$ cat config.mk
export PLATFORM = sky130hd
export DESIGN_NAME = mem_port_arbiter
export DESIGN_NICKNAME = d
export VERILOG_FILES = /design/src/rtl/mem_pkg.sv /design/src/rtl/rr_pick2.sv /design/src/rtl/mem_port_arbiter.sv
export SDC_FILE = /design/constraint.sdc
export NUM_CORES = 1
export LEC_CHECK = 0
export CORE_MARGIN = 1.5
export CORE_UTILIZATION = 29
export DETAILED_ROUTE_END_ITERATION = 16
export PLACE_DENSITY = 0.77
export SLEW_MARGIN = 20
export SYNTH_ARGS = -nofsm -noshare
export SYNTH_HDL_FRONTEND = slang
export SYNTH_SLANG_ARGS = --single-unit
export TNS_END_PERCENT = 50
$ cat constraint.sdc
create_clock -name clk -period 1.42 [get_ports clk]
set_input_delay 0.284 -clock clk [delete_from_list [all_inputs] [get_ports clk]]
set_output_delay 0.284 -clock clk [all_outputs]
set_load 0.02 [all_outputs]
$ cat src/rtl/mem_pkg.sv
// Shared types for the refill-port arbiter: FSM states, grant vector and
// default burst geometry.
package mem_pkg;
    localparam int BLOCK_SIZE = 8;
    localparam int WORD_W     = 32;

    typedef enum logic [1:0] {IDLE, BURST, DRAIN} arb_state_t;

    // One-hot owner: bit 0 = icache refill, bit 1 = dcache refill.
    typedef logic [1:0] grant_t;
endpackage

$ cat src/rtl/rr_pick2.sv
// Two-way round-robin picker: a lone request wins outright; on contention the
// port that did not own the bus last time wins.
module rr_pick2
    import mem_pkg::*;
(
    input  logic [1:0] req,
    input  logic       last_owner,
    output grant_t     win
);
    always_comb begin
        win = 2'b00;
        case (req)
            2'b01:   win = 2'b01;
            2'b10:   win = 2'b10;
            2'b11:   win = last_owner ? 2'b01 : 2'b10;
            default: win = 2'b00;
        endcase
    end
endmodule

$ cat src/rtl/mem_port_arbiter.sv
// Shares one memory read port between icache and dcache refill bursts;
// grants one owner per burst, counts beats and alternates on contention.
module mem_port_arbiter
    import mem_pkg::*;
#(
    parameter int BLOCK_SIZE = mem_pkg::BLOCK_SIZE,
    parameter int ADDR_W     = 32,
    parameter int DATA_W     = mem_pkg::WORD_W
) (
    input  logic              clk,
    input  logic              reset,
    input  logic              m0_req,
    input  logic [ADDR_W-1:0] m0_addr,
    output logic [DATA_W-1:0] m0_data,
    output logic              m0_val,
    input  logic              m1_req,
    input  logic [ADDR_W-1:0] m1_addr,
    output logic [DATA_W-1:0] m1_data,
    output logic              m1_val,
    output logic              bus_req,
    output logic [ADDR_W-1:0] bus_addr,
    input  logic [DATA_W-1:0] bus_data,
    input  logic              bus_val,
    output logic [1:0]        grant,
    output logic              busy
);
    localparam int CNT_W = $clog2(BLOCK_SIZE);

    arb_state_t        state_q, state_d;
    grant_t            grant_q, grant_d;
    logic [ADDR_W-1:0] bus_addr_q, bus_addr_d;
    logic [CNT_W-1:0]  cnt_q, cnt_d;
    logic              last_owner_q, last_owner_d;
    grant_t            win;
    logic              beat;
    logic              owner_req;

    rr_pick2 u_pick (
        .req        ({m1_req, m0_req}),
        .last_owner (last_owner_q),
        .win        (win)
    );

    // Beats outside BURST are stray and never reach a requester.
    assign beat      = (state_q == BURST) && bus_val;
    assign owner_req = grant_q[1] ? m1_req : m0_req;

    always_comb begin
        state_d      = state_q;
        grant_d      = grant_q;
        bus_addr_d   = bus_addr_q;
        cnt_d        = cnt_q;
        last_owner_d = last_owner_q;
        case (state_q)
            IDLE: begin
                if (m0_req || m1_req) begin
                    grant_d    = win;
                    bus_addr_d = win[1] ? m1_addr : m0_addr;
                    cnt_d      = '0;
                    state_d    = BURST;
                end
            end
            BURST: begin
                // Owner dropping req does not abort: memory cannot stop a burst.
                if (bus_val) begin
                    cnt_d = cnt_q + 1'b1;
                    if (cnt_q == CNT_W'(BLOCK_SIZE - 1)) begin
                        last_owner_d = grant_q[1];
                        state_d      = DRAIN;
                    end
                end
            end
            DRAIN: begin
                if (!owner_req) begin
                    grant_d = 2'b00;
                    state_d = IDLE;
                end
            end
            default: state_d = IDLE;
        endcase
    end

    always_ff @(posedge clk or posedge reset) begin
        if (reset) begin
            state_q      <= IDLE;
            grant_q      <= 2'b00;
            bus_addr_q   <= '0;
            cnt_q        <= '0;
            last_owner_q <= 1'b1;
        end else begin
            state_q      <= state_d;
            grant_q      <= grant_d;
            bus_addr_q   <= bus_addr_d;
            cnt_q        <= cnt_d;
            last_owner_q <= last_owner_d;
        end
    end

    assign m0_val   = beat && grant_q[0];
    assign m1_val   = beat && grant_q[1];
    assign m0_data  = m0_val ? bus_data : '0;
    assign m1_data  = m1_val ? bus_data : '0;
    assign bus_req  = (state_q == BURST);
    assign bus_addr = bus_addr_q;
    assign grant    = grant_q;
    assign busy     = (state_q != IDLE);
endmodule

==> flow_summary.html <==
<table>
<tr><th>Metric</th><th>Value</th></tr>
<tr><th colspan="2">Global route</th></tr>
<tr><td>Number of global-route vias before repair</td><td>2995</td></tr>
<tr><td>Met3 track utilization from global routing</td><td>0.06179</td></tr>
<tr><td>Initial antenna violation count</td><td>0</td></tr>
<tr><td>GRT Resource Usage Total</td><td>0.2207</td></tr>
<tr><td>Met2 GRT Util</td><td>0.4209</td></tr>
<tr><td>Maximum number of pins on one net before global-route repair</td><td>41</td></tr>
<tr><td>M1 GR Usage</td><td>0.2367</td></tr>
<tr><td>Overflow after GRT</td><td>0</td></tr>
<tr><td>Wire length of the first global-routing pass</td><td>15170 um</td></tr>
<tr><td>Most utilized layer in the global route result</td><td>met2</td></tr>
<tr><th colspan="2">Logic synthesis</th></tr>
<tr><td>Mean instance size in the synthesized netlist</td><td>8.777 um^2</td></tr>
<tr><td>Most frequently used cell type in the post-synthesis netlist</td><td>sky130_fd_sc_hd__nand2_1</td></tr>
<tr><td>Net count after synthesis</td><td>373</td></tr>
<tr><td>Leading post-synthesis cells by instance count</td><td>sky130_fd_sc_hd__nand2_1 (44), sky130_fd_sc_hd__and3_1 (43), sky130_fd_sc_hd__dfrtp_1 (39)</td></tr>
<tr><td>Count of yosys warnings during synthesis</td><td>0</td></tr>
<tr><td>Ranking of synthesized cells by area</td><td>sky130_fd_sc_hd__dfrtp_1 (41%), sky130_fd_sc_hd__and3_1 (11%), sky130_fd_sc_hd__and2_1 (9.0%)</td></tr>
<tr><td>Distinct cell type count after synthesis</td><td>32</td></tr>
<tr><td>EDFF count, synth</td><td>0</td></tr>
<tr><td>Synthesized netlist cell count</td><td>between 200 and 300</td></tr>
<tr><td>Register bit count reported by yosys</td><td>40</td></tr>
<tr><td>Most used flip-flop cell after synthesis</td><td>sky130_fd_sc_hd__dfrtp_1</td></tr>
<tr><td>Sequential fraction of the synthesis area</td><td>0.4229</td></tr>
<tr><td>Synth Cell Area</td><td>2370 um^2</td></tr>
<tr><td>Share of synthesized registers carrying an async set or reset</td><td>1.000</td></tr>
<tr><td>Top-area cell type share of the netlist area</td><td>0.4118</td></tr>
<tr><td>Largest area contributor in the synthesized netlist</td><td>sky130_fd_sc_hd__dfrtp_1</td></tr>
<tr><th colspan="2">Placement</th></tr>
<tr><td>Post-detail-place hpwl</td><td>7264 um</td></tr>
<tr><td>Number of input and output port buffers inserted</td><td>~200</td></tr>
<tr><td>Place WS</td><td>-876.9 ps</td></tr>
<tr><td>Number of placed cells counting well taps</td><td>577</td></tr>
<tr><td>Final weighted congestion in routability-driven placement</td><td>0.7825</td></tr>
<tr><th colspan="2">Pwr</th></tr>
<tr><td>Power density over cell area</td><td>1702 nW/um^2</td></tr>
<tr><td>Worst IR drop on VDD</td><td>0.8826 mV</td></tr>
<tr><td>Leakage power</td><td>2.422 nW</td></tr>
<tr><th colspan="2">Detailed routing</th></tr>
<tr><td>Via total after detailed routing</td><td>between 2000 and 3000</td></tr>
<tr><td>Via density per instance</td><td>5.008</td></tr>
<tr><td>Post-DR wirelength/cell</td><td>around 17 um</td></tr>
<tr><td>Starting DRC count in detailed routing</td><td>105</td></tr>
<tr><td>Remaining design rule violation count</td><td>0</td></tr>
<tr><td>Total Routed Length</td><td>between 10000 and 15000 um</td></tr>
<tr><td>Antenna violation net count after detailed routing</td><td>0</td></tr>
<tr><td>First-pass iteration count of the detailed router</td><td>4</td></tr>
<tr><th colspan="2">Setup path</th></tr>
<tr><td>Classification of the worst setup path</td><td>register to output port</td></tr>
<tr><td>Reg2reg start</td><td>state_q[0]$_DFFE_PP0P_</td></tr>
<tr><td>Kind of end point of the critical path</td><td>output port</td></tr>
<tr><td>Capture point of the worst reg-to-reg path</td><td>bus_addr[17]$_DFFE_PP0P_</td></tr>
<tr><td>Biggest fanout along the worst timing path</td><td>8</td></tr>
<tr><td>Crit path required time</td><td>1140 ps</td></tr>
<tr><td>Worst reg2reg path depth</td><td>7</td></tr>
<tr><td>Crit path DAT</td><td>1570 ps</td></tr>
<tr><td>Launching element type of the critical path</td><td>register</td></tr>
<tr><td>Slack of the worst reg-to-reg path</td><td>-140 ps</td></tr>
<tr><th colspan="2">Timing</th></tr>
<tr><td>Least-Margin Pin Slew</td><td>256.0 ps</td></tr>
<tr><td>Count of final setup violators</td><td>84</td></tr>
<tr><td>Max-slew violation total from the final report</td><td>0</td></tr>
<tr><td>Worst clock skew</td><td>4.981 ps</td></tr>
<tr><td>Final Hold Fails</td><td>0</td></tr>
<tr><td>Max transition margin</td><td>0.8281</td></tr>
<tr><td>Hold slack</td><td>344.7 ps</td></tr>
<tr><td>F_max</td><td>539.9 MHz</td></tr>
<tr><td>Final WS setup</td><td>-432.3 ps</td></tr>
<tr><td>Final sum of negative setup slack</td><td>-25750 ps</td></tr>
<tr><td>Final period demand of the worst path</td><td>1852 ps</td></tr>
<tr><td>Share of the cycle needed by the critical path after routing</td><td>1.304</td></tr>
<tr><td>Setup repair after global routing missed its margin</td><td>true</td></tr>
<tr><th colspan="2">Layout</th></tr>
<tr><td>Final net count</td><td>around 590</td></tr>
<tr><td>Fill cells</td><td>just over 600</td></tr>
<tr><td>Diode insertion count for antenna repair</td><td>0</td></tr>
<tr><td>Fraction of final layout cells sized beyond drive strength 1</td><td>0.3984</td></tr>
<tr><td>Final Non-Filler Cells</td><td>594</td></tr>
<tr><td>Core utilization of the finished layout</td><td>0.6774</td></tr>
<tr><td>Area growth from synthesis to layout</td><td>123.2%</td></tr>
<tr><th colspan="2">Outcome</th></tr>
<tr><td>Violated checks</td><td>setup timing</td></tr>
<tr><td>Outcome</td><td>complete, but fails checks</td></tr>
<tr><th colspan="2">Floorplanning</th></tr>
<tr><td>Initial cell density of the core</td><td>0.3035</td></tr>
<tr><td>Width of the die</td><td>93.40 um</td></tr>
<tr><td>Area of the die</td><td>8723 um^2</td></tr>
<tr><td>Floorplan die height</td><td>approximately 93 um</td></tr>
<tr><td>I/O pin cnt</td><td>203</td></tr>
<tr><td>Core region area</td><td>just under 8000 um^2</td></tr>
<tr><td>Num rows</td><td>32</td></tr>
<tr><th colspan="2">Clock tree</th></tr>
<tr><td>H-tree depth reported by CTS</td><td>2</td></tr>
<tr><td>Clock transition at the registers of the reported paths</td><td>80 ps</td></tr>
<tr><td>Inserted Clock Buffers</td><td>5</td></tr>
<tr><td>Clock root buffer</td><td>sky130_fd_sc_hd__clkbuf_8</td></tr>
<tr><td>Longest Clk Path Bufs</td><td>2</td></tr>
<tr><td>Clk_lat worst skew</td><td>300 ps</td></tr>
<tr><td>Hold buffers post-CTS</td><td>0</td></tr>
<tr><td>TritonCTS clock tree</td><td>built</td></tr>
<tr><td>Sinks on the clock net</td><td>40</td></tr>
<tr><th colspan="2">Worst hold path</th></tr>
<tr><td>Worst Hold Class</td><td>input port to async pin</td></tr>
<tr><th colspan="2">Run</th></tr>
<tr><td>Max capacitance violation total</td><td>0</td></tr>
</table>
stage by stage:
stage / power (mW) / instance area (um^2)
2_1_floorplan: 5.091 / 2638
3_3_place_gp: 7.632 / 4897
3_5_place_dp: 7.767 / 4897
4_1_cts: 8.987 / 5241
5_1_grt: 9.484 / 5289
6_report: 9.001 / 5289
layout by cell type (no fill, tap or decap), drive strengths merged, types with 3 or more instances in the layout:
master | Yosys | routed
clkbuf | 11 | 8
a31oi | 21 | 21
dfrtp | 39 | 39
a21oi | 24 | 24
buf | 15 | 107
and3 | 45 | 45
mux2 | 3 | 3
dlygate4sd2 | 0 | 33
clkdlybuf4s50 | 0 | 99
nand2 | 44 | 44
and2 | 34 | 34
a221o | 11 | 11
cell families after synthesis:
group,Yosys count,synth area share
flops,40,0.4229
buf+inv,28,0.06230
mux,3,0.01425
fa+ha+maj,2,0.01056
simple gates,133,0.3099
compound gates,64,0.1801
critical path, cell delays in order, from the launching register on:
cell and delay, ps:
sky130_fd_sc_hd__dfrtp_1 430, sky130_fd_sc_hd__and3b_2 280, sky130_fd_sc_hd__buf_6 130, sky130_fd_sc_hd__clkbuf_16 150, sky130_fd_sc_hd__and3_4 180, sky130_fd_sc_hd__buf_6 110
worst max path at each step:
stage / end / depth (start not counted) / startpoint / slack [ps]
floorplan: m1_data[22] / 5 / state_q[1]$_DFFE_PP0P_ / -100
global placement: m0_data[0] / 5 / bus_val / -840
detailed placement: m0_data[15] / 5 / bus_val / -880
CTS: m1_data[0] / 6 / state_q[0]$_DFFE_PP0P_ / -430
global route: m0_data[19] / 5 / state_q[1]$_DFFE_PP0P_ / -470
finish: m0_data[29] / 5 / state_q[1]$_DFFE_PP0P_ / -430
layer usage:
layer	share of wire	wire length, um
met5	0	0
met4	0.012	120
met3	0.083	840
met2	0.54	5445
met1	0.37	3696
power by group:
group | switching [mW] | internal [mW] | leakage (nW)
Clock | 0.419 | 0.621 | 0.0645
Sequential | 0.323 | 1.69 | 0.464
Combinational | 2.87 | 3.08 | 1.89
registers in the layout, summed over array words and instances (netlist names):
| register | count |
|---|---|
| bus_addr | 32 |
| cnt_q | 3 |
| grant | 2 |
| last_owner_q | 1 |
| state_q | 2 |
cell type report:
| class | instances | area, um^2 | share of cell area |
|---|---|---|---|
| clock inverters | 1 | 30.03 | 0.005678 |
| inverters | 2 | 7.507 | 0.001419 |
| clock buffers | 7 | 96.34 | 0.01822 |
| multi-input cells | 202 | 1481 | 0.2801 |
| well taps | 102 | 127.6 | 0.02413 |
| flip-flops and latches | 40 | 1003 | 0.1897 |
| repair buffers | 240 | 2542 | 0.4807 |
what timing repair did:
action	CTS	global route
pin swaps	16	14
gates cloned	3	1
resized for setup	452	19
setup endpoints to repair	133	104
buffers inserted	6	0
No activity file was read; power rests on OpenSTA's default activity.
